$ cat src/rtl/pipe_pkg.sv
// Shared types and defaults for the generic pipeline stage buffer.
// Holds the buffer state encoding and default widths.
package pipe_pkg;

    typedef enum logic [1:0] {
        EMPTY,
        ONE,
        FULL
    } pipe_state_t;

    localparam int PIPE_DATA_W_DEF = 32;
    localparam int PIPE_CNT_W      = 32;

endpackage

$ cat src/rtl/pipe_sat_cnt.sv
// Saturating up-counter used for the optional stage performance counters.
// Ports: clk, rst (sync, active-high), inc (count enable), cnt (value).
module pipe_sat_cnt
    import pipe_pkg::*;
#(
    parameter int W = PIPE_CNT_W
) (
    input  logic         clk,
    input  logic         rst,
    input  logic         inc,
    output logic [W-1:0] cnt
);

    always_ff @(posedge clk) begin
        if (rst) begin
            cnt <= '0;
        end else if (inc && (cnt != '1)) begin
            cnt <= cnt + W'(1);
        end
    end

endmodule

$ cat src/rtl/pipe_stage_buf.sv
// Generic 2-entry skid buffer between pipeline stages with flush and sticky halt.
// Ports: CLK/RST, in_valid/in_ready/in_data/in_halt, flush,
//   out_valid/out_ready/out_data/out_halt, halt_sticky, occupancy.
// Build option PIPE_STAGE_BUF_PERF_EN adds stall_cnt and bubble_cnt outputs.
module pipe_stage_buf
    import pipe_pkg::*;
#(
    parameter int DATA_W     = PIPE_DATA_W_DEF,
    parameter int HALT_BLOCK = 1
) (
    input  logic              CLK,
    input  logic              RST,
    input  logic              in_valid,
    output logic              in_ready,
    input  logic [DATA_W-1:0] in_data,
    input  logic              in_halt,
    input  logic              flush,
    output logic              out_valid,
    input  logic              out_ready,
    output logic [DATA_W-1:0] out_data,
    output logic              out_halt,
    output logic              halt_sticky,
    output logic [1:0]        occupancy
`ifdef PIPE_STAGE_BUF_PERF_EN
    ,
    output logic [PIPE_CNT_W-1:0] stall_cnt,
    output logic [PIPE_CNT_W-1:0] bubble_cnt
`endif
);

    localparam logic haltBlk = (HALT_BLOCK != 0);

    pipe_state_t       state;
    pipe_state_t       stateNext;
    logic [DATA_W-1:0] mainData;
    logic [DATA_W-1:0] skidData;
    logic              mainHalt;
    logic              skidHalt;
    logic              haltSeen;
    logic              push;
    logic              pop;
    logic              ldMainIn;
    logic              ldMainSkid;
    logic              ldSkid;

    // Ready depends on registered state only, so no out_ready path crosses.
    assign in_ready    = (state != FULL) && !(haltBlk && haltSeen);
    assign out_valid   = (state != EMPTY);
    assign out_data    = mainData;
    assign out_halt    = mainHalt;
    assign halt_sticky = haltSeen;
    assign push        = in_valid && in_ready;
    assign pop         = out_valid && out_ready;
    assign occupancy   = (state == FULL) ? 2'd2 :
                         (state == ONE)  ? 2'd1 : 2'd0;

    always_comb begin
        stateNext  = state;
        ldMainIn   = 1'b0;
        ldMainSkid = 1'b0;
        ldSkid     = 1'b0;
        if (flush) begin
            // Squash drops any simultaneous push.
            stateNext = EMPTY;
        end else begin
            unique case (state)
                EMPTY: begin
                    if (push) begin
                        stateNext = ONE;
                        ldMainIn  = 1'b1;
                    end
                end
                ONE: begin
                    if (push && pop) begin
                        ldMainIn = 1'b1;
                    end else if (push) begin
                        stateNext = FULL;
                        ldSkid    = 1'b1;
                    end else if (pop) begin
                        stateNext = EMPTY;
                    end
                end
                FULL: begin
                    if (pop) begin
                        stateNext  = ONE;
                        ldMainSkid = 1'b1;
                    end
                end
                default: stateNext = EMPTY;
            endcase
        end
    end

    always_ff @(posedge CLK) begin
        if (RST) begin
            state    <= EMPTY;
            mainData <= '0;
            mainHalt <= 1'b0;
            skidData <= '0;
            skidHalt <= 1'b0;
            haltSeen <= 1'b0;
        end else begin
            state <= stateNext;
            if (ldMainIn) begin
                mainData <= in_data;
                mainHalt <= in_halt;
            end else if (ldMainSkid) begin
                mainData <= skidData;
                mainHalt <= skidHalt;
            end
            if (ldSkid) begin
                skidData <= in_data;
                skidHalt <= in_halt;
            end
            // A pop during flush still retires the head.
            if (pop && mainHalt) begin
                haltSeen <= 1'b1;
            end
        end
    end

`ifdef PIPE_STAGE_BUF_PERF_EN
    pipe_sat_cnt #(.W(PIPE_CNT_W)) uStallCnt (
        .clk (CLK),
        .rst (RST),
        .inc (in_valid && !in_ready),
        .cnt (stall_cnt)
    );

    pipe_sat_cnt #(.W(PIPE_CNT_W)) uBubbleCnt (
        .clk (CLK),
        .rst (RST),
        .inc (!out_valid && !haltSeen),
        .cnt (bubble_cnt)
    );
`endif

endmodule

$ cat config.mk
export PLATFORM = sky130hd
export DESIGN_NAME = pipe_stage_buf
export DESIGN_NICKNAME = d
export VERILOG_FILES = /design/src/rtl/pipe_pkg.sv /design/src/rtl/pipe_sat_cnt.sv /design/src/rtl/pipe_stage_buf.sv
export SDC_FILE = /design/constraint.sdc
export NUM_CORES = 1
export LEC_CHECK = 0
export CELL_PAD_IN_SITES_DETAIL_PLACEMENT = 1
export CELL_PAD_IN_SITES_GLOBAL_PLACEMENT = 2
export CORE_ASPECT_RATIO = 0.75
export CORE_UTILIZATION = 29
export CTS_BUF_LIST = sky130_fd_sc_hd__clkbuf_2 sky130_fd_sc_hd__clkbuf_4 sky130_fd_sc_hd__clkbuf_8
export DETAILED_ROUTE_END_ITERATION = 16
export PLACE_DENSITY = 0.87
export SYNTH_ARGS = -nofsm -noshare
export SYNTH_HDL_FRONTEND = slang
export SYNTH_SLANG_ARGS = --single-unit
$ cat constraint.sdc
create_clock -name CLK -period 2.16 [get_ports CLK]
set_clock_uncertainty 0.05 [all_clocks]
set_input_delay 0.648 -clock CLK [delete_from_list [all_inputs] [get_ports CLK]]
set_output_delay 0.648 -clock CLK [all_outputs]
set_load 0.03 [all_outputs]
# ---- Word level (Yosys, flattened, before mapping)
# Index checks and enable logic that the tools add are counted.
dict set report totals {
  mem_bits_ro 0
  out_inout_bits 38
  n_memories 0
  register_bits 69
  elab_cells 46
  input_bits 38
  latch_bits 0
  ramBits 0
}
dict set report classes {
  n_mux 22
  order_cmp 0
  mul 0
  n_reduce_logical 11
  shifts 0
  add_sub_neg 0
  n_div 0
  n_eq_ne 7
  bitwise_logic 0
}
# op n
set ops {}
lappend ops {{32-bit two-way mux} 2}
lappend ops {{1-bit two-way mux} 12}
lappend ops {{2-bit two-way mux} 6}
lappend ops {{2-bit != test (second input constant)} 4}
lappend ops {{2-bit case mux with 3 select lines} 1}
lappend ops {{1-bit logical AND} 5}
lappend ops {{4-bit AND reduction} 1}
lappend ops {{2-bit nonzero test} 2}
lappend ops {{3-bit != test (second input constant)} 1}
lappend ops {{2-bit by 1-bit equality test with 1-bit output (second input constant)} 1}
lappend ops {{2-bit equality test (second input constant)} 1}
lappend ops {{2-bit logical NOT} 1}
lappend ops {{1-bit case mux with 2 select lines} 1}
lappend ops {{2-bit OR reduction} 1}
lappend ops {{1-bit logical NOT} 1}

# ---- Logic depth before layout (Yosys ltp)
dict set report depth {
  ltp_word 8
  mapped_depth 7
  mapped_depth_nobuf 4
}

# ---- Worst setup path before layout
# Ideal clock, no wire load.
dict set report synth_path {
  path_kind {in2reg}
  startpoint {in out_ready}
  endpoint {reg mainData[18], in the netlist out_data[18]}
  stages 7
  slack_ns 0.209
  required_time_ns 1.963
  path_buffers 3
  setup_ns 0.147
  arrival_ns 1.754
  cell_sequence {buf_2 nor2b_1 or4_4 buf_6 buf_2 nor2_1 a311oi_2}
}
dict set report synth_via {
  elab_chain_cells 6
  word_cells_on_any_way 10
  cone_classes {7 x mux; 3 x reduce/logical}
}
# element line
set synth_rtl {}
lappend synth_rtl {{start, declared} pipe_stage_buf.sv:19} ;# input logic out_ready,
lappend synth_rtl {{1-bit logical AND (*)} pipe_stage_buf.sv:53} ;# assign pop = out_valid && out_ready;
lappend synth_rtl {{1-bit logical AND} pipe_stage_buf.sv:74} ;# if (push && pop) begin
lappend synth_rtl {{1-bit two-way mux} pipe_stage_buf.sv:74}
lappend synth_rtl {{1-bit case mux with 2 select lines} pipe_stage_buf.sv:66} ;# unique case (state)
lappend synth_rtl {{1-bit two-way mux} pipe_stage_buf.sv:62} ;# if (flush) begin
lappend synth_rtl {{32-bit two-way mux or 2-bit nonzero test (tied branches)} --}
lappend synth_rtl {{end signal, assigned} pipe_stage_buf.sv:105} ;# mainData <= in_data;
lappend synth_rtl {{end signal, assigned} pipe_stage_buf.sv:108} ;# mainData <= skidData;
lappend synth_rtl {{end, declared} pipe_stage_buf.sv:35} ;# logic [DATA_W-1:0] mainData;
# Mark *: on every way between the ends. The rest lies on a longest branch, timed or not.
# A chain may end at the register's enable or synchronous reset.

# ---- Worst setup path in the final report
dict set report layout_path {
  startpoint {reg mainData[23], in the netlist out_data[23]}
  endpoint {out out_data[23]}
}
# element line
set layout_rtl {}
lappend layout_rtl {{end, declared} pipe_stage_buf.sv:20} ;# output logic [DATA_W-1:0] out_data,
# No word-level cell between the ends.

==> flow_summary.yaml <==
timing:
  finalSetupViolCount: 0
  period_needed_ns: 2.100
  finalHoldViolCount: 0
  slew_viol_final: 0
  rsz0062_at_grt: "no"
  fin_setup_tns_ns: 0
  fin_crit_sh: 0.9722
  maxSlewHeadroom: 0.7477
  fmax_mhz: 476.2
  worstMarginPinSlew_ns: 0.3784
final_layout:
  multiInputGateArea_mm2: 0.001423
  fin_area_mm2: 0.004134
  final_nets: 463
  final_cell_count_no_fill: 561
  drive_gt1_frac: 0.1608
  insertedDiodeCount: 0
  regArea_mm2: 0.001381
  fillers: 1164
  area_delta_synth_final_pct: 39.47
  final_core_util: 0.4229
synthesis:
  yosysSeqAreaShare: 0.4660
  synth_compound_gate_area_share: 0.2241
  synth_top_family_by_area: "simple AND/OR/NAND/NOR gates"
  ys_ff_latch: 69
  synth.mux.area_fraction: 0.003377
  yosys.cell_types.count: 27
  synth_xor_area_frac: 0
  netlist_area_mm2: 0.002964
  syn_nets: 390
  synthAdderAreaFrac: 0
  yosys_warnings: 0
  postSynthCellCount: 352
  yosys.area_share.simple: 0.2495
  syn_avg_cell_area_um2: 8.421
worst_setup_path:
  worstPathMaxFanout: 2
  crit_chain: "clkdlybuf4s50_1"
  cp-end-kind: "output pin"
  crit_family: "buffers and inverters"
  cp.arrival_ns: 1.40
  critPathLaunchType: "flip-flop"
  path_class: "reg -> out"
  path_buf_inv: 1
  crit_start: "out_data[23]"
  critical_path.slowest_cell: "clkdlybuf4s50_1"
  reg2reg_from: "state[1]"
  required_ns: 1.46
  slowest_delay_ns: 0.69
placement:
  portBuffers: 75
  place_area_mm2: 0.003921
  dp_hpwl_um: 5386
  numPlacedInstances: 546
  gp_congestion: 0.6950
status:
  status: "complete, no violations"
clock_tree:
  clock-root-buffer: "clkbuf_8"
  post_cts_resized: 5
  clk_path_buf_depth: 2
  cts.sinks: 69
  clk_pin_slew_ns: 0.07
  cts_tree: "built"
  cts_hold_buf: 0
  clk_latency_ns: 0.35
  cts_max_level: 3
  post_cts_buffers: 0
  cts-buffers-inserted: 9
route:
  first_iter_violations: 111
  drtPass1Iterations: 4
  routed_wl_um: 8083
  met1_length_um: 4169
  top_layer: "met4"
  ant_nets: 0
  wl_per_cell_um: 14.41
  met2WireLength_um: 3516
  wl_met3_um: 353
  vias_per_cell: 4.699
  drcViolationCount: 0
  vias: 2636
die:
  die-width_um: 118.7
  core_area_mm2: 0.009774
  initial_core_util: 0.3033
  die-area_mm2: 0.01063
  row_count: 31
  io_pins: 76
  die_y_um: 89.56
global_route:
  gr-total-overflow: 0
  grt_pass1_vias: 2665
  antenna_found_initial: 0
  grt_pass1_wl_um: 13690
  grt_max_degree: 70
  grt_usage: 0.1665
pwr:
  ir_worst_vdd_mv: 0.3952
  total_power_mw: 2.995
  p_leak_nw: 1.436
  power.density_mw_per_mm2: 724.6
worst_hold_path:
  hold_start: "skidData[10]"
  hold_class: "reg -> reg"
run:
  maxCapViolCount: 0
-- synth_stat cells --
cell type	instances	area (um^2)
mux2i_1	1	10.01
a311oi_2	30	450.4
nand2_1	133	499.2
nand2b_4	1	13.76
nand3b_1	1	7.510
dfxtp_1	69	1381
o22a_1	1	8.760
o21a_1	1	7.510
and3b_1	1	8.760
and2b_4	1	10.01
nor2_1	37	138.9
buf_6	4	45.04
or2_2	1	6.260
clkbuf_1	14	52.55
nor4_1	1	6.260
or4_4	1	11.26
a31oi_1	1	6.260
nand2b_1	1	6.260
nor4_2	1	12.51
buf_2	9	45.04
inv_1	1	3.750
a21oi_1	33	165.2
nor3_1	1	5.000
nor2b_1	1	6.260
or4_1	1	7.510
buf_4	3	22.52
a311oi_1	3	26.28
-- flip-flops by register name (all words and copies together) (netlist names) --
signal / count
halt_sticky: 1
out_data: 32
out_halt: 1
skidData: 32
skidHalt: 1
state: 2
-- layer usage --
layer,GRT usage,up-vias
met5,0,-
met4,0.05178,0
met3,0.04847,7
met2,0.2578,61
met1,0.2245,1237
li1,-,1331
-- final cells by class --
| class | instances | share of cell area |
|---|---|---|
| timing repair buffer | 92 | 0.2282 |
| clock buffer | 11 | 0.03511 |
| tap | 132 | 0.03995 |
| sequential | 69 | 0.3341 |
| clock inverter | 4 | 0.01755 |
| inverter | 1 | 0.0009080 |
| multi-input combinational | 252 | 0.3441 |
-- path summary, 6_finish.rpt --
kind	endpoint	slack [ns]	cells after the start
setup / recovery	out_data[23]	0.06	1
hold / removal	skidData[10]	0.41	2
setup reg to reg	skidData[7]	0.41	6
hold reg to reg	skidData[10]	0.41	2
-- cells by family (layout without fill, tap and decap cells) --
kind of cell,after synthesis,in the layout
simple gates,182,182
compound gates,69,69
flops,69,69
buf+inv,31,108
mux,1,1
-- through the flow --
step | worst slack (ns) | hold slack, ns
after floorplan | 0.2090 | 0.3866
after global placement | -0.2012 | 0.3924
after detailed placement | -0.2298 | 0.3989
after CTS | 0.006259 | 0.4107
after global routing | 0.002502 | 0.4280
final | 0.05995 | 0.4085
-- power by group --
group | switching (mW) | total, mW | internal (mW) | leakage [nW]
combinational | 0.246 | 0.462 | 0.216 | 0.765
sequential | 0.0293 | 1.35 | 1.32 | 0.563
clock | 0.495 | 1.18 | 0.686 | 0.109
-- cell usage in the layout (no fill, tap or decap), drive strengths merged --
| cell | Yosys | layout |
|---|---|---|
| nor2 | 37 | 37 |
| a21oi | 33 | 33 |
| clkinv | 0 | 1 |
| mux2i | 1 | 1 |
| or4 | 2 | 2 |
| and2b | 1 | 1 |
| clkbuf | 14 | 12 |
| and3b | 1 | 1 |
| nand2b | 2 | 2 |
| dlygate4sd2 | 0 | 4 |
| or2 | 1 | 1 |
| clkinvlp | 0 | 1 |
| dlymetal6s2s | 0 | 2 |
| dfxtp | 69 | 69 |
| bufinv | 0 | 2 |
| clkdlybuf4s50 | 0 | 67 |
| nand3b | 1 | 1 |
| o22a | 1 | 1 |
| nor2b | 1 | 1 |
| o21a | 1 | 1 |
| buf | 16 | 18 |
| a311oi | 33 | 33 |
| nor3 | 1 | 1 |
| nor4 | 2 | 2 |
| inv | 1 | 1 |
| a31oi | 1 | 1 |
| nand2 | 133 | 133 |
Power figures use the tool's default switching activity.
